$ cat src/rtl/muldiv_unit.sv
// Iterative multiply/divide unit: shift-add multiply, restoring divide, own HI/LO registers.
// Define MULDIV_SIGNED_EN to enable two's-complement MULT/DIV; otherwise op[1] is ignored.
module muldiv_unit #(
  parameter int WIDTH = 32
) (
  input  logic             clk,
  input  logic             rst,
  input  logic             start,
  input  logic [1:0]       op,
  input  logic [WIDTH-1:0] src_a,
  input  logic [WIDTH-1:0] src_b,
  input  logic             flush,
  output logic             busy,
  output logic             stall,
  output logic             done,
  output logic             div_by_zero,
  output logic [WIDTH-1:0] hi,
  output logic [WIDTH-1:0] lo
);

  localparam int CW = $clog2(WIDTH);

  typedef enum logic [1:0] {S_IDLE, S_CALC, S_FIX, S_DONE} state_t;

  state_t          state, state_nxt;
  logic [CW-1:0]   cnt;
  logic            accept;
  logic            is_div;
  logic [WIDTH-1:0] acc, qreg, breg, a_raw;
  logic [WIDTH-1:0] mag_a, mag_b;
  logic [WIDTH:0]   mul_sum, rem_sh, rem_sub;

`ifdef MULDIV_SIGNED_EN
  logic a_neg, b_neg, neg_q, neg_r;

  function automatic logic [WIDTH-1:0] cond_neg(input logic [WIDTH-1:0] v, input logic n);
    return n ? (~v + WIDTH'(1)) : v;
  endfunction

  function automatic logic [2*WIDTH-1:0] cond_neg2(input logic [2*WIDTH-1:0] v, input logic n);
    return n ? (~v + (2*WIDTH)'(1)) : v;
  endfunction

  assign a_neg = op[1] & src_a[WIDTH-1];
  assign b_neg = op[1] & src_b[WIDTH-1];
  assign mag_a = cond_neg(src_a, a_neg);
  assign mag_b = cond_neg(src_b, b_neg);
`else
  logic unused_op_sign;
  assign unused_op_sign = op[1];
  assign mag_a = src_a;
  assign mag_b = src_b;
`endif

  assign accept = start & ~flush & ((state == S_IDLE) | (state == S_DONE));
  assign busy   = (state == S_CALC) | (state == S_FIX);
  assign stall  = busy | accept;
  assign done   = (state == S_DONE);

  always_comb begin
    state_nxt = state;
    case (state)
      S_IDLE: if (accept) state_nxt = S_CALC;
      S_CALC: begin
        if (flush) state_nxt = S_IDLE;
        else if (cnt == CW'(WIDTH-1)) state_nxt = S_FIX;
      end
      S_FIX:  state_nxt = flush ? S_IDLE : S_DONE;
      S_DONE: state_nxt = accept ? S_CALC : S_IDLE;
      default: state_nxt = S_IDLE;
    endcase
  end

  always_ff @(posedge clk) begin
    if (rst) begin
      state       <= S_IDLE;
      cnt         <= '0;
      div_by_zero <= 1'b0;
    end else begin
      state <= state_nxt;
      if (accept) begin
        cnt         <= '0;
        div_by_zero <= 1'b0;
      end else if (state == S_CALC) begin
        cnt <= cnt + CW'(1);
      end else if (state == S_FIX && !flush && is_div && breg == '0) begin
        div_by_zero <= 1'b1;
      end
    end
  end

  // One iteration step: multiply adds then shifts {acc,qreg} right; divide shifts left then trial-subtracts.
  assign mul_sum = {1'b0, acc} + (qreg[0] ? {1'b0, breg} : '0);
  assign rem_sh  = {acc, qreg[WIDTH-1]};
  assign rem_sub = rem_sh - {1'b0, breg};

  always_ff @(posedge clk) begin
    if (accept) begin
      acc    <= '0;
      qreg   <= mag_a;
      breg   <= mag_b;
      a_raw  <= src_a;
      is_div <= op[0];
`ifdef MULDIV_SIGNED_EN
      neg_q  <= a_neg ^ b_neg;
      neg_r  <= a_neg;
`endif
    end else if (state == S_CALC) begin
      if (!is_div) begin
        acc  <= mul_sum[WIDTH:1];
        qreg <= {mul_sum[0], qreg[WIDTH-1:1]};
      end else if (!rem_sub[WIDTH]) begin
        acc  <= rem_sub[WIDTH-1:0];
        qreg <= {qreg[WIDTH-2:0], 1'b1};
      end else begin
        acc  <= rem_sh[WIDTH-1:0];
        qreg <= {qreg[WIDTH-2:0], 1'b0};
      end
    end
  end

  // FIX: sign correction and commit to HI/LO.
  always_ff @(posedge clk) begin
    if (rst) begin
      hi <= '0;
      lo <= '0;
    end else if (state == S_FIX && !flush) begin
      if (is_div && breg == '0) begin
        hi <= a_raw;
        lo <= '1;
      end else if (is_div) begin
`ifdef MULDIV_SIGNED_EN
        hi <= cond_neg(acc, neg_r);
        lo <= cond_neg(qreg, neg_q);
`else
        hi <= acc;
        lo <= qreg;
`endif
      end else begin
`ifdef MULDIV_SIGNED_EN
        {hi, lo} <= cond_neg2({acc, qreg}, neg_q);
`else
        {hi, lo} <= {acc, qreg};
`endif
      end
    end
  end

endmodule

$ cat config.mk
export PLATFORM = sky130hd
export DESIGN_NAME = muldiv_unit
export DESIGN_NICKNAME = d
export VERILOG_FILES = /design/src/rtl/muldiv_unit.sv
export SDC_FILE = /design/constraint.sdc
export NUM_CORES = 1
export LEC_CHECK = 0
export CAP_MARGIN = 20
export CORE_ASPECT_RATIO = 1.25
export CORE_UTILIZATION = 57
export DETAILED_ROUTE_END_ITERATION = 8
export PLACE_DENSITY_LB_ADDON = 0.12
export SLEW_MARGIN = 20
export SYNTH_ARGS = -nofsm -noshare
export SYNTH_HDL_FRONTEND = slang
export SYNTH_SLANG_ARGS = --single-unit
$ cat constraint.sdc
create_clock -name clk -period 5.3 [get_ports clk]
set_input_delay 0.53 -clock clk [delete_from_list [all_inputs] [get_ports clk]]
set_output_delay 0.53 -clock clk [all_outputs]
set_load 0.05 [all_outputs]
==> qor.csv, run 1 <==
stage;metric;value;unit
place;I/O Buffers;136;
worst_setup_path;worst-path cell chain;inv_1 > ha_1 > fa_1 > nand2b_1 > a21oi_1 > o211ai_2 > a21oi_1 > o2111a_2 > o21a_2 > nor2_4 > or3_1 > a32o_1;
sta;max-slew violations;0;
layout;most common library cell in the layout ignoring fill and taps;clkdlybuf4s50_1;
synth;synthesized area per cell;9.11;um^2
synth;syn nets;1463;
synth;register bit total from synthesis;201;
place;DP HPWL;23.6;mm
worst_setup_path;CP peak stage delay;0.47;ns
worst_setup_path;CP Class;flop to flop;
clock_tree;Root Buffer;clkbuf_16;
clock_tree;post-CTS sizing;0;
floorplanning;Core Footprint;0.0207;mm^2
floorplanning;die area;0.0217;mm^2
detailed_routing;vias per cell;6.15;
global_route;met1 Use GR;0.391;
sta;FMAX;256;MHz
place;DP Area;0.0135;mm^2
worst_hold_path;Hold WC Path Type;flop to flop;
sta;clk_skew;0.0122;ns
power;Clock power frac;0.228;
synth;number of flops mapped to enable cells by yosys;97;
floorplanning;Initial Utilization;0.580;
floorplanning;io pins;138;
layout;share of cells above drive strength 1;0.0481;
place;Final Wtd Congestion;0.909;
detailed_routing;routed wire length;33.8;mm
global_route;met2 Use GR;0.524;
clock_tree;Worst-path clk slew;0.06;ns
layout;most frequent cells in the layout;135 x clkdlybuf4s50_1, 123 x nor2_1, 107 x o21ai_0;
layout;area delta synth->final;18.4;%
power;power share of the combinational group;0.441;
power;Power Dens Cells;478;mW/mm^2
floorplanning;Die W;132;um
detailed_routing;DRC viols;0;
sta;final worst path period share;0.737;
synth;Main synth FF type;dfxtp_1;
detailed_routing;Detail Route Antenna Nets;0;
detailed_routing;1st-iter DRT viols;763;
sta;Final Hold Vio Count;0;
clock_tree;CTS tree;yes;
worst_setup_path;Most common cell on crit path;a21oi_1;
sta;worst-margin pin slew;0.986;ns
synth;Post-Syn Area;0.0120;mm^2
sta;post-route setup TNS;0;ns
synth;Synth async-reset ratio;0;
sta;Final Critical Period;3.91;ns
clock_tree;Hold Buf Count CTS;0;
detailed_routing;via count;10500;
synth;sequential area share after synthesis;0.415;
power;Seq pwr share;0.331;
global_route;GR peak layer;met2;
synth;Yosys warnings;0;
worst_setup_path;worst endpoint required time;5.69;ns
global_route;GRT overflow;0;
layout;post-route cell area;0.0142;mm^2
floorplanning;die height;164;um
global_route;number of antenna violations at the first check in global routing;0;
global_route;first-pass GRT wire length;52.5;mm
synth;Netlist cell types;82;
worst_setup_path;CP max-delay cell;edfxtp_1;
layout;Fillers;1684;
worst_setup_path;startpoint types;flop;
power;switch share;0.412;
power;Leakage;5.41;nW
clock_tree;Worst-Skew Late Latency;0.51;ns
clock_tree;htree depth;1;
global_route;gr usage total;0.307;
layout;antenna cells;0;
worst_setup_path;Top delay family on crit path;compound AO/OA/AOI/OAI gates;
clock_tree;Num CTS Buffers;22;
power;Psw;0.00281;W
worst_setup_path;Worst EP arrival;4.30;ns
clock_tree;clock sinks;201;
clock_tree;clk buf depth;3;
clock_tree;postcts setup bufs;0;
global_route;vias in the first global route;9982;
job;maxcap violations;0;
global_route;GR Util met3;0.0592;
sta;Final setup viols;0;
floorplanning;row cnt;59;
run_status;outcome;completed;
layout;nets;1561;
worst_setup_path;WP buf/inv;1;
global_route;largest net degree at the start of global routing;98;
synth;cell count after synthesis;1320;
sta;RSZ-0062 raised after global routing;no;
sta;hold slack;0.489;ns
worst_setup_path;crit path max fanout;18;
power;Power Internal;0.00400;W
worst_setup_path;crit end category;flop;
detailed_routing;first-pass iteration count of the detailed router;6;
power;Peak VDD IR;0.289;mV
detailed_routing;routed len/inst;19.8;um
sta;Relative slew margins;0.343;
-- logic make-up (layout without fill, tap and decap cells) --
| group | after synthesis | in the layout | share of synthesized area |
|---|---|---|---|
| multiplexers | 74 | 74 | 0.0616 |
| XOR/XNOR | 47 | 47 | 0.0342 |
| AO/OA/AOI/OAI | 369 | 369 | 0.199 |
| buffers and inverters | 131 | 245 | 0.0437 |
| adder cells (fa/ha/maj) | 73 | 73 | 0.0772 |
| flip-flops | 201 | 201 | 0.415 |
| AND/OR/NAND/NOR | 425 | 425 | 0.169 |
-- worst register-to-register path, cell delays in order, from the launching register on --
cell and delay, ns:
edfxtp_1 0.47, inv_1 0.07, ha_1 0.23, fa_1 0.40, nand2b_1 0.18, a21oi_1 0.33
o211ai_2 0.15, a21oi_1 0.34, o2111a_2 0.33, o21a_2 0.39, nor2_4 0.23, or3_1 0.41
a32o_1 0.27
-- layout make-up --
class	instances	area, um^2	area share
Clock buffer	31	616	0.0432
Inverter	56	213	0.0149
Tap cell	274	343	0.0241
Multi-Input combinational cell	988	6520	0.458
Clock inverter	9	103	0.00720
Timing Repair Buffer	149	1450	0.102
Sequential cell	201	4990	0.351
-- synthesized netlist by cell type, types with 3 or more instances --
cell type / count / area, um^2
o21a_1: 10 / 75.1
o31ai_1: 5 / 37.5
nand3b_1: 3 / 22.5
clkbuf_1: 60 / 225
nor2b_1: 7 / 43.8
a21oi_1: 79 / 395
a31oi_1: 13 / 81.3
xnor2_1: 28 / 245
nand2b_1: 12 / 75.1
nand4_1: 11 / 68.8
nor2_1: 123 / 462
o21ai_0: 107 / 536
a21o_1: 23 / 173
inv_1: 55 / 206
nor4_1: 13 / 81.3
nand3_1: 19 / 95.1
o211a_1: 8 / 80.1
buf_2: 5 / 25.0
a311oi_1: 4 / 35.0
nand2_1: 99 / 372
o21ai_1: 6 / 30.0
o221ai_1: 7 / 61.3
nor3_1: 78 / 390
o2111ai_1: 3 / 26.3
and3_1: 8 / 50.1
ha_1: 71 / 888
o21bai_1: 10 / 75.1
buf_1: 7 / 26.3
edfxtp_1: 97 / 2910
dfxtp_1: 104 / 2080
and2_1: 37 / 231
a221oi_1: 3 / 26.3
mux2i_1: 74 / 741
o211ai_1: 8 / 60.1
a211oi_1: 49 / 368
xor2_1: 19 / 166
-- path summary, 6_finish.rpt --
kind | to | slack [ns] | startpoint | depth (start not counted)
worst max-delay path | acc[31]$_SDFFE_PP0P_ | 1.39 | qreg[31]$_DFFE_PP_ | 12
worst min-delay path | lo[25]$_SDFFE_PP0P_ | 0.49 | lo[25]$_SDFFE_PP0P_ | 2
worst max register to register | acc[31]$_SDFFE_PP0P_ | 1.39 | qreg[31]$_DFFE_PP_ | 12
worst min register to register | lo[25]$_SDFFE_PP0P_ | 0.49 | lo[25]$_SDFFE_PP0P_ | 2
-- through the flow --
step                total power [W]  setup WS, ns  instances   util
floorplan                   0.00443          1.32       1320      -
detailed placement          0.00520          1.44       1668  0.652
global route                0.00721          1.22       1708  0.687
finish                      0.00681          1.39       1708  0.687
CTS                         0.00677          1.42       1708  0.687
global placement            0.00517          1.48       1668  0.652
-- sequential cells by signal, summed over array words and instances, names as in the netlist --
name         flops
state            2
hi              32
div_by_zero      1
a_raw           32
cnt              5
qreg            32
lo              32
is_div           1
breg            32
acc             32
-- power groups by stage --
stage	combinational, W	clock [W]	sequential [W]
2_1_floorplan	0.00231	0	0.00212
3_3_place_gp	0.00289	0	0.00227
3_5_place_dp	0.00293	0	0.00227
4_1_cts	0.00296	0.00157	0.00224
5_1_grt	0.00331	0.00162	0.00228
6_report	0.00300	0.00155	0.00226
-- routing by layer --
layer	wire length [um]	part of all wire	up-vias
met5	0	0	-
met2	16000	0.47	363
met4	951	0.028	0
met3	2560	0.076	62
met1	14300	0.42	5045
li1	-	-	5039
(Power assumes the default switching activity.)
==> run 2: changes to the inputs <==
--- a/config.mk
+++ b/config.mk
@@ -7,7 +7,7 @@
 export LEC_CHECK = 0
 export CAP_MARGIN = 20
 export CORE_ASPECT_RATIO = 1.25
-export CORE_UTILIZATION = 57
+export CORE_UTILIZATION = 52
 export DETAILED_ROUTE_END_ITERATION = 8
 export PLACE_DENSITY_LB_ADDON = 0.12
 export SLEW_MARGIN = 20
==> constraint.sdc (replaced) <==
create_clock -name clk -period 3.1 [get_ports clk]
set_input_delay 0.31 -clock clk [delete_from_list [all_inputs] [get_ports clk]]
set_output_delay 0.31 -clock clk [all_outputs]
set_load 0.05 [all_outputs]
==> qor.csv, run 2 (synthesis gave the netlist of run 1 again) <==
stage;metric;value;unit;change
global_route;vias in the first global route;10900;;+9.6%
detailed_routing;first-pass iteration count of the detailed router;6;;unchanged
place;I/O Buffers;136;;unchanged
layout;antenna cells;0;;unchanged
detailed_routing;routed len/inst;20.4;um;+2.9%
worst_setup_path;reg2reg start;qreg[0]$_DFFE_PP_;;
layout;FF+latch area;0.00499;mm^2;unchanged
sta;Final Critical Period;3.15;ns;-0.761 ns
sta;worst-margin pin slew;0.757;ns;-0.229 ns
layout;area of the multi-input gates;0.00708;mm^2;+8.7%
floorplanning;die height;172;um;+4.6%
layout;Fillers;1747;;+3.7%
layout;share of cells above drive strength 1;0.186;;+0.138
worst_setup_path;CP max-delay cell;edfxtp_1;;
worst_setup_path;startpoint types;flop;;
worst_hold_path;Hold WC Path Type;primary input to flop;;
detailed_routing;1st-iter DRT viols;798;;+4.6%
detailed_routing;vias per cell;6.04;;-1.8%
clock_tree;Root Buffer;clkbuf_16;;
floorplanning;io pins;138;;unchanged
worst_setup_path;R2R Setup Slk;-0.05;ns;-1.44 ns
detailed_routing;DRC viols;0;;unchanged
clock_tree;CTS tree;yes;;
floorplanning;row cnt;61;;+3.4%
power;power share of the combinational group;0.528;;+0.087
power;switch share;0.398;;-0.0141
power;Clock power frac;0.213;;-0.015
floorplanning;Initial Utilization;0.536;;-0.0438
sta;max-slew violations;0;;unchanged
detailed_routing;via count;11300;;+7.3%
sta;Final Hold Vio Count;0;;unchanged
worst_setup_path;worst endpoint required time;3.51;ns;-2.18 ns
detailed_routing;routed wire length;38.0;mm;+12%
global_route;largest net degree at the start of global routing;109;;+11%
worst_setup_path;crit path launch;qreg[0]$_DFFE_PP_;;
worst_setup_path;CP Class;flop to flop;;
clock_tree;Worst-path clk slew;0.06;ns;about the same
layout;most common library cell in the layout ignoring fill and taps;buf_4;;
layout;area delta synth->final;34.6;%;
place;Final Wtd Congestion;0.970;;+6.7%
clock_tree;clock sinks;201;;unchanged
power;Leakage;6.33;nW;+17%
power;post-route total power;0.0141;W;+110%
layout;nets;1709;;+9.5%
sta;RSZ-0062 raised after global routing;yes;;
place;DP HPWL;26.4;mm;+12%
sta;Final setup viols;1;;+1
sta;final setup margin;-0.0480;ns;-1.44 ns
place;post-place setup slack;-0.262;ns;-1.70 ns
worst_setup_path;crit end category;flop;;
clock_tree;htree depth;1;;unchanged
sta;clk_skew;0.0126;ns;+0.000413 ns
layout;most frequent cells in the layout;138 x buf_4, 135 x clkdlybuf4s50_1, 121 x nor2_1;;
layout;fin util;0.722;;+0.0350
layout;Non-Filler Instances;1865;;+9.2%
sta;Relative slew margins;0.495;;+0.152
clock_tree;clk buf depth;3;;unchanged
global_route;GRT overflow;0;;unchanged
detailed_routing;Detail Route Antenna Nets;0;;unchanged
power;Power Internal;0.00850;W;+110%
worst_setup_path;WP buf/inv;3;;+2
worst_setup_path;R2R depth;14;;+2
clock_tree;Num CTS Buffers;22;;unchanged
global_route;number of antenna violations at the first check in global routing;0;;unchanged
sta;FMAX;318;MHz;+24%
floorplanning;Core Footprint;0.0224;mm^2;+8.2%
global_route;gr usage total;0.308;;+0.00151
power;Psw;0.00562;W;+100%
power;Power Dens Cells;872;mW/mm^2;+82%
clock_tree;Worst-Skew Late Latency;0.51;ns;about the same
power;Seq pwr share;0.258;;-0.073
worst_setup_path;RR Endpoint;acc[18]$_SDFFE_PP0P_;;
worst_setup_path;worst-path cell chain;buf_6 > buf_6 > and2_4 > ha_4 > buf_6 > a21oi_4 > o21ai_2 > a211oi_4 > o31ai_4 > a311o_1 > xnor2_2 > o221a_2 > o211ai_1 > a22o_1;;
worst_setup_path;Crit path depth;14;;+2
global_route;first-pass GRT wire length;58.1;mm;+11%
place;placed insts;1801;;+8.0%
floorplanning;die area;0.0237;mm^2;+9.5%
clock_tree;Hold Buf Count CTS;0;;unchanged
worst_setup_path;Most common cell on crit path;buf_6;;
power;Peak VDD IR;0.794;mV;+170%
sta;hold slack;0.355;ns;-0.134 ns
worst_setup_path;Worst EP arrival;3.56;ns;-0.74 ns
run_status;outcome;finished, violations left;;
worst_setup_path;CP peak stage delay;0.45;ns;-0.02 ns
worst_setup_path;crit path max fanout;5;;-13
worst_setup_path;CP endpoint;acc[18]$_SDFFE_PP0P_;;
sta;final worst path period share;1.02;;+0.278
worst_setup_path;Top delay family on crit path;compound AO/OA/AOI/OAI gates;;
run_status;failing checks;setup timing;;
job;maxcap violations;0;;unchanged
floorplanning;Die W;138;um;+4.6%
-- run 2: changes by cell type in the layout (fill, tap and decap cells not counted), sizes merged --
cell      previous run  this run
buf                 14       162
clkbuf              31        24
bufinv               2         6
clkinv               4         8
clkinvlp             1         0
-- run 2: cell type report --
type	count	area share
multi-input combinational	988	0.438
sequential	201	0.309
timing repair buffer	297	0.168
clock buffer	24	0.0358
tap	283	0.0219
clock inverter	16	0.0155
inverter	56	0.0131
-- run 2: how the worst min path moves through the flow --
| stage | cells after the start | end | startpoint |
|---|---|---|---|
| detailed placement | 2 | div_by_zero$_SDFFE_PP0P_ | div_by_zero$_SDFFE_PP0P_ |
| finish | 1 | breg[22]$_DFFE_PP_ | src_b[22] |
| floorplan | 0 | a_raw[0]$_DFFE_PP_ | src_a[0] |
| global route | 1 | breg[10]$_DFFE_PP_ | src_b[10] |
| CTS | 1 | breg[22]$_DFFE_PP_ | src_b[22] |
| global placement | 2 | div_by_zero$_SDFFE_PP0P_ | div_by_zero$_SDFFE_PP0P_ |
-- run 2: worst reg2reg max path: stages, from the launching register on --
cell,delay [ns]
edfxtp_1,0.45
buf_6,0.18
buf_6,0.12
and2_4,0.13
ha_4,0.25
buf_6,0.13
a21oi_4,0.14
o21ai_2,0.09
a211oi_4,0.34
o31ai_4,0.15
a311o_1,0.38
xnor2_2,0.21
o221a_2,0.21
o211ai_1,0.08
a22o_1,0.20
-- run 2: through the flow --
| stage | TNS, ns | cell area [um^2] |
|---|---|---|
| 2_1_floorplan | 0 | 12000 |
| 3_3_place_gp | -2.19 | 14500 |
| 3_5_place_dp | -3.78 | 14500 |
| 4_1_cts | -0.0860 | 15600 |
| 5_1_grt | -1.18 | 16200 |
| 6_report | -0.0480 | 16200 |
-- run 2: routing by layer --
layer | GRT usage | routed length (um) | up-vias
met1 | 0.377 | 15700 | 5399
li1 | - | - | 5345
met5 | 0 | 0 | -
met3 | 0.0717 | 2760 | 105
met2 | 0.520 | 17800 | 424
met4 | 0.136 | 1680 | 0
-- run 2: power by group through the flow --
stage | combinational [W] | sequential, W | clock, W
detailed placement | 0.00630 | 0.00366 | 0
CTS | 0.00660 | 0.00362 | 0.00305
global placement | 0.00623 | 0.00366 | 0
floorplan | 0.00394 | 0.00362 | 0
finish | 0.00746 | 0.00365 | 0.00301
global route | 0.00803 | 0.00369 | 0.00314
-- run 2: what timing repair did --
action | 4_1_cts | 5_1_grt
endpoints found under the setup margin | 31 | 31
cloned | 1 | 1
buffers inserted | 9 | 18
resized for setup | 34 | 94
pin swaps | 15 | 65
